### config.mk
export PLATFORM = sky130hd
export DESIGN_NAME = sequence_player_flat
export DESIGN_NICKNAME = d
export VERILOG_FILES = /design/src/rtl/game_pkg.sv /design/src/rtl/sequence_player_if.sv /design/src/rtl/sequence_player_seq_rom.sv /design/src/rtl/sequence_player.sv /design/src/flat_wrapper.sv
export SDC_FILE = /design/constraint.sdc
export NUM_CORES = 1
export LEC_CHECK = 0
export ABC_CLOCK_PERIOD_IN_PS = 4250
export CORE_MARGIN = 1.5
export CORE_UTILIZATION = 45
export DETAILED_ROUTE_END_ITERATION = 16
export HOLD_SLACK_MARGIN = 0.1
export PLACE_DENSITY = 0.7
export SYNTH_ARGS = -nofsm -noshare
export SYNTH_HDL_FRONTEND = slang
export SYNTH_SLANG_ARGS = --single-unit
### constraint.sdc
create_clock -name clk -period 4.25 [get_ports clk]
set_clock_uncertainty 0.15 [all_clocks]
set_input_delay 0.85 -clock clk [delete_from_list [all_inputs] [get_ports clk]]
set_output_delay 0.85 -clock clk [all_outputs]
set_load 0.05 [all_outputs]
### src/rtl/game_pkg.sv
// Shared guessing-game definitions: default sizes, the secret sequence formula
// and the player state encoding, common to the player and the guess checker.
package game_pkg;

  localparam int unsigned SEQ_DEPTH   = 10;
  localparam int unsigned SEQ_DIGIT_W = 4;

  typedef enum logic [1:0] {
    IDLE,
    SHOW,
    GAP,
    DONE
  } player_state_e;

  // Single source of truth for the secret sequence.
  function automatic logic [3:0] seq_value(input int unsigned i);
    return 4'((13 * i + 46) % 16);
  endfunction

endpackage

### src/rtl/sequence_player_if.sv
// Control/display bundle between level control (master) and the sequence player (slave).
interface sequence_player_if #(
  parameter int unsigned DIGIT_W = game_pkg::SEQ_DIGIT_W
) ();

  logic               start;
  logic               abort;
  logic [3:0]         level;
  logic [DIGIT_W-1:0] digit;
  logic               digit_valid;
  logic [3:0]         index;
  logic               busy;
  logic               done;

  modport master (
    output start, abort, level,
    input  digit, digit_valid, index, busy, done
  );

  modport slave (
    input  start, abort, level,
    output digit, digit_valid, index, busy, done
  );

endinterface

### src/rtl/sequence_player_seq_rom.sv
// Combinational index-to-digit lookup built from game_pkg::seq_value.
module seq_rom
  import game_pkg::*;
#(
  parameter int unsigned DEPTH   = SEQ_DEPTH,
  parameter int unsigned DIGIT_W = SEQ_DIGIT_W
) (
  input  logic [3:0]         idx_i,
  output logic [DIGIT_W-1:0] value_o
);

  always_comb begin
    value_o = '0;
    for (int unsigned i = 0; i < DEPTH; i++) begin
      if (idx_i == 4'(i)) value_o = DIGIT_W'(seq_value(i));
    end
  end

endmodule

### src/rtl/sequence_player.sv
// Plays the level's secret digits with hold/gap timing to the display driver.
// Define SEQUENCE_PLAYER_LOOP_EN for endless looping playback (no done pulse).
module sequence_player
  import game_pkg::*;
#(
  parameter int unsigned DEPTH       = SEQ_DEPTH,
  parameter int unsigned DIGIT_W     = SEQ_DIGIT_W,
  parameter int unsigned HOLD_CYCLES = 50_000_000,
  parameter int unsigned GAP_CYCLES  = 12_500_000
) (
  input  logic             clk,
  input  logic             reset,
  sequence_player_if.slave bus
);

  localparam int unsigned MAX_CYC   = (HOLD_CYCLES > GAP_CYCLES) ? HOLD_CYCLES : GAP_CYCLES;
  localparam int unsigned TW        = (MAX_CYC > 1) ? $clog2(MAX_CYC) : 1;
  localparam logic [TW-1:0] HOLD_LD = TW'(HOLD_CYCLES - 1);
  localparam logic [TW-1:0] GAP_LD  = TW'(GAP_CYCLES - 1);
  localparam logic [3:0] LAST_MAX   = 4'(DEPTH - 1);

  player_state_e      state_q, state_d;
  logic [TW-1:0]      timer_q, timer_d;
  logic [3:0]         idx_q, idx_d;
  logic [3:0]         last_q, last_d;
  logic [DIGIT_W-1:0] rom_value;
  logic [DIGIT_W-1:0] digit_q, digit_d;
  logic               valid_q, valid_d;
  logic [3:0]         index_q, index_d;
  logic               busy_q, busy_d;
  logic               done_q, done_d;

  // Looked up on the next index so the shown digit can be registered.
  seq_rom #(
    .DEPTH   (DEPTH),
    .DIGIT_W (DIGIT_W)
  ) u_rom (
    .idx_i   (idx_d),
    .value_o (rom_value)
  );

  always_comb begin
    state_d = state_q;
    timer_d = timer_q;
    idx_d   = idx_q;
    last_d  = last_q;

    case (state_q)
      IDLE: begin
        if (bus.start) begin
          last_d  = ({28'd0, bus.level} >= DEPTH) ? LAST_MAX : bus.level;
          idx_d   = '0;
          timer_d = HOLD_LD;
          state_d = SHOW;
        end
      end
      SHOW: begin
        if (timer_q != '0) begin
          timer_d = timer_q - TW'(1);
        end else if (idx_q == last_q) begin
`ifdef SEQUENCE_PLAYER_LOOP_EN
          timer_d = GAP_LD;
          state_d = GAP;
`else
          state_d = DONE;
`endif
        end else begin
          timer_d = GAP_LD;
          state_d = GAP;
        end
      end
      GAP: begin
        if (timer_q != '0) begin
          timer_d = timer_q - TW'(1);
        end else begin
          // Wrap only happens in looping builds; one-shot never gaps after the last digit.
          idx_d   = (idx_q == last_q) ? 4'd0 : idx_q + 4'd1;
          timer_d = HOLD_LD;
          state_d = SHOW;
        end
      end
      DONE: state_d = IDLE;
      default: state_d = IDLE;
    endcase

    if (bus.abort) begin
      state_d = IDLE;
      timer_d = '0;
      idx_d   = '0;
      last_d  = last_q;
    end

    // Outputs are decoded from the next state and registered alongside it.
    valid_d = (state_d == SHOW);
    busy_d  = (state_d == SHOW) || (state_d == GAP);
    digit_d = valid_d ? rom_value : '0;
    index_d = busy_d ? idx_d : '0;
    done_d  = (state_d == DONE);
  end

  always_ff @(posedge clk or negedge reset) begin
    if (!reset) begin
      state_q <= IDLE;
      timer_q <= '0;
      idx_q   <= '0;
      last_q  <= '0;
      digit_q <= '0;
      valid_q <= 1'b0;
      index_q <= '0;
      busy_q  <= 1'b0;
      done_q  <= 1'b0;
    end else begin
      state_q <= state_d;
      timer_q <= timer_d;
      idx_q   <= idx_d;
      last_q  <= last_d;
      digit_q <= digit_d;
      valid_q <= valid_d;
      index_q <= index_d;
      busy_q  <= busy_d;
      done_q  <= done_d;
    end
  end

  assign bus.digit       = digit_q;
  assign bus.digit_valid = valid_q;
  assign bus.index       = index_q;
  assign bus.busy        = busy_q;
  assign bus.done        = done_q;

endmodule
### src/flat_wrapper.sv
// flat-port wrapper written by rule: the top's interface ports become plain ports
module sequence_player_flat import game_pkg::*;
#(
  parameter int unsigned DEPTH       = SEQ_DEPTH,
  parameter int unsigned DIGIT_W     = SEQ_DIGIT_W,
  parameter int unsigned HOLD_CYCLES = 50_000_000,
  parameter int unsigned GAP_CYCLES  = 12_500_000
)
  (clk, reset, bus_start, bus_abort, bus_level, bus_digit, bus_digit_valid, bus_index, bus_busy, bus_done);
  sequence_player_if #(.DIGIT_W(DIGIT_W)) bus_i ();
  input  logic clk;
  input  logic reset;
  input wire logic [$bits(bus_i.start)-1:0] bus_start;
  input wire logic [$bits(bus_i.abort)-1:0] bus_abort;
  input wire logic [$bits(bus_i.level)-1:0] bus_level;
  output wire logic [$bits(bus_i.digit)-1:0] bus_digit;
  output wire logic [$bits(bus_i.digit_valid)-1:0] bus_digit_valid;
  output wire logic [$bits(bus_i.index)-1:0] bus_index;
  output wire logic [$bits(bus_i.busy)-1:0] bus_busy;
  output wire logic [$bits(bus_i.done)-1:0] bus_done;
  assign bus_i.start = bus_start;
  assign bus_i.abort = bus_abort;
  assign bus_i.level = bus_level;
  assign bus_digit = bus_i.digit;
  assign bus_digit_valid = bus_i.digit_valid;
  assign bus_index = bus_i.index;
  assign bus_busy = bus_i.busy;
  assign bus_done = bus_i.done;
  sequence_player #(.DEPTH(DEPTH), .DIGIT_W(DIGIT_W), .HOLD_CYCLES(HOLD_CYCLES), .GAP_CYCLES(GAP_CYCLES)) u_core (.clk(clk), .reset(reset), .bus(bus_i));
endmodule
==> metrics <==
starting density of the core about 47%; H-tree depth 2; # port buffers 18; vias in the first global route 2277; Global Route Usage Sum approximately 22%; Required @ worst endpoint 4320 ps; Clk pin slew, worst setup/hold paths approximately 100 ps; Pint ~0.00077 W; setup violators final 0; GPL Wtd Cong 0.8712; Die W between 80 and 90 um; post-CTS setup repair buffer count 0; async set or reset register ratio after synthesis 100.0%; Syn Area/Cell approximately 9 um2; final core occ 52.94%; layout cell share with drive strength beyond 1 a little under 9%; Setup crit start kind flip-flop; antenna violations before repair 0; Net Sw Power between 0.0003 and 0.0004 W; Bufs on Longest Clock Path 2; Synth warnings 0; Worst Tran Pin Value 1047 ps; Leak between 1 and 1.5 nW; first-pass GRT wire length 11.19 mm; CTS tree built; status finished, final reports clean; post-cts resize count 0; Tcrit/Tclk final about four fifths; Commonest cells post-synth dfrtp_1, nor2_1, nand2_1; Num CTS Buffers 5; Yosys reg bits 47; worst path arrival time 3410 ps; VDD IR-drop max 216.0 uV; Yosys top cell by area dfrtp_1; CTS Hold Buffers Added 0; cell row count 28; Sum Neg Setup Slack 0 ps; ranking of synthesized cells by area dfrtp_1, nor2_1, ha_1, o21ai_0, xor2_1; Gate Count Post-Synth around 310; Die ar. about 6800 um2; largest net degree at the start of global routing 48; most instantiated library cell after synthesis dfrtp_1; n_diodes 0; final instance area about 3200 um2; Max Fclk approximately 0.3 GHz; count of pins over their slew limit 0; DR WL/cell ~17 um; final hold vios 0; core area between 5000 and 6000 um2; hpwl dp roughly 4.6 mm; Clock power frac a little under a third; Die H about 80 um; crit path time final around 3300 ps; GRT overflow 0; Synth Flop Type dfrtp_1; via count roughly 2400; Crit Path Class flip-flop to flip-flop; Iter 0 DRT Violations 260; Netlist cell types 55; root buffer cell clkbuf_8; DRC Markers 0; Vias/cell ~6; Final nets roughly 340; max-cap violation count 0; drt pass-1 iters 4; CP endpoint kind flip-flop; Ports 19; RSZ-0062 raised after global routing no; Post-synth EDFFs 0; top cell type's share of synthesized area between 40% and 50%; Sink Count 47; placed cell areas a little over 3000 um2; Synth Net Count 328; PD cells 359.6 nW/um2; clk_lat worst skew between 300 and 400 ps; Area Overhead vs Synth 12.47%; Hold Path Class flip-flop to flip-flop; antenna viol nets, final 0; Sw Ratio between 30 and 40%; final WL 6.651 mm; crit path max fanout 19; post-synthesis cell area about 2800 um2; sequential area share after synthesis about two fifths; Comb power frac between 20% and 30%; Worst slew margin 30.17%; Flop pwr share between 40% and 50%
==> metrics by stage <==
step | power, W | hold WS, ps | setup WS, ps | cells
4_1_cts | 0.001144 | 378.8 | 905.7 | 401
5_1_grt | 0.001198 | 390.8 | 658.4 | 401
3_3_place_gp | 0.0007874 | 342.5 | 1035 | 393
3_5_place_dp | 0.0007910 | 354.7 | 963.8 | 393
2_1_floorplan | 0.0007166 | 318.9 | 1464 | 312
6_report | 0.001141 | 367.4 | 910.5 | 401
==> registers in the layout, summed over array words and instances, names as in the netlist <==
| register | flops |
|---|---|
| u_core.bus.busy | 1 |
| u_core.bus.digit | 4 |
| u_core.bus.digit_valid | 1 |
| u_core.bus.done | 1 |
| u_core.bus.index | 4 |
| u_core.idx_q | 4 |
| u_core.last_q | 4 |
| u_core.state_q | 2 |
| u_core.timer_q | 26 |
==> final cells by class <==
cell class                 count  area [um2]
multi-input combinational    238        1538
tap                           75       93.84
timing repair buffer          21       197.7
clock inverter                 2       38.79
clock buffer                   6       82.58
sequential                    47        1176
inverter                      12       45.04
fill                         552        2819
==> metal layers <==
layer / wire length (um) / GRT usage, % / share of wire, %
met4: 144 / 8.136 / 2.2
met5: 0 / 0 / 0
met1: 3040 / 31.18 / 46
met2: 3078 / 33.36 / 46
met3: 388 / 3.187 / 5.8
==> layout by cell type (no fill, tap or decap), drive strengths merged, types with 4 or more instances in the layout <==
cell,Yosys,routed
xnor2,7,7
a21oi,15,15
nand3,4,4
o21ai,21,21
ha,8,8
nor4,7,7
a31oi,9,9
nand2b,6,6
o22ai,13,13
nand4,6,6
or2,5,5
nor3,12,12
xor2,11,11
nand2,24,24
nor2,38,38
clkbuf,10,6
or3,4,4
and2,6,6
inv,12,13
dfrtp,47,47
buf,5,4
clkdlybuf4s50,0,17
o21a,4,4
==> worst max-delay path, cell delays in order (launching register included) <==
cell and delay (ps):
dfrtp_1 480, nor4_4 460, nand4_1 220, or3_1 710, o21a_1 290, o22ai_1 120
o21a_1 130, nor2_1 70, ha_1 410, nor3_1 210
==> kinds of logic after synthesis <==
group,Yosys count,synth area share (%)
buffers and inverters,27,3.993
xor gates and xnor gates,18,5.590
and+or+nand+nor,120,22.58
muxes,4,1.464
adders and majority gates,8,3.549
DFF,47,41.70
AOI/OAI and AO/OA,88,21.12
==> power groups by stage <==
stage	registers [W]	clock network [W]	logic [W]
floorplan	0.000531	0	0.000186
global placement	0.000524	0	0.000263
detailed placement	0.000525	0	0.000266
CTS	0.000516	0.000361	0.000267
global route	0.000523	0.000377	0.000299
finish	0.000517	0.000356	0.000268
==> worst paths after layout <==
check / from / endpoint / slack, ps / depth (start not counted)
worst max-delay path: u_core.timer_q[14] / u_core.bus.index[2] / 910 / 9
worst min-delay path: u_core.last_q[2] / u_core.last_q[2] / 370 / 2
worst max register to register: u_core.timer_q[14] / u_core.bus.index[2] / 910 / 9
worst min register to register: u_core.last_q[2] / u_core.last_q[2] / 370 / 2
max in group asynchronous: reset / u_core.bus.done / 2720 / 1
min in group asynchronous: reset / u_core.timer_q[22] / 570 / 1
No activity file was read; power rests on OpenSTA's default activity.
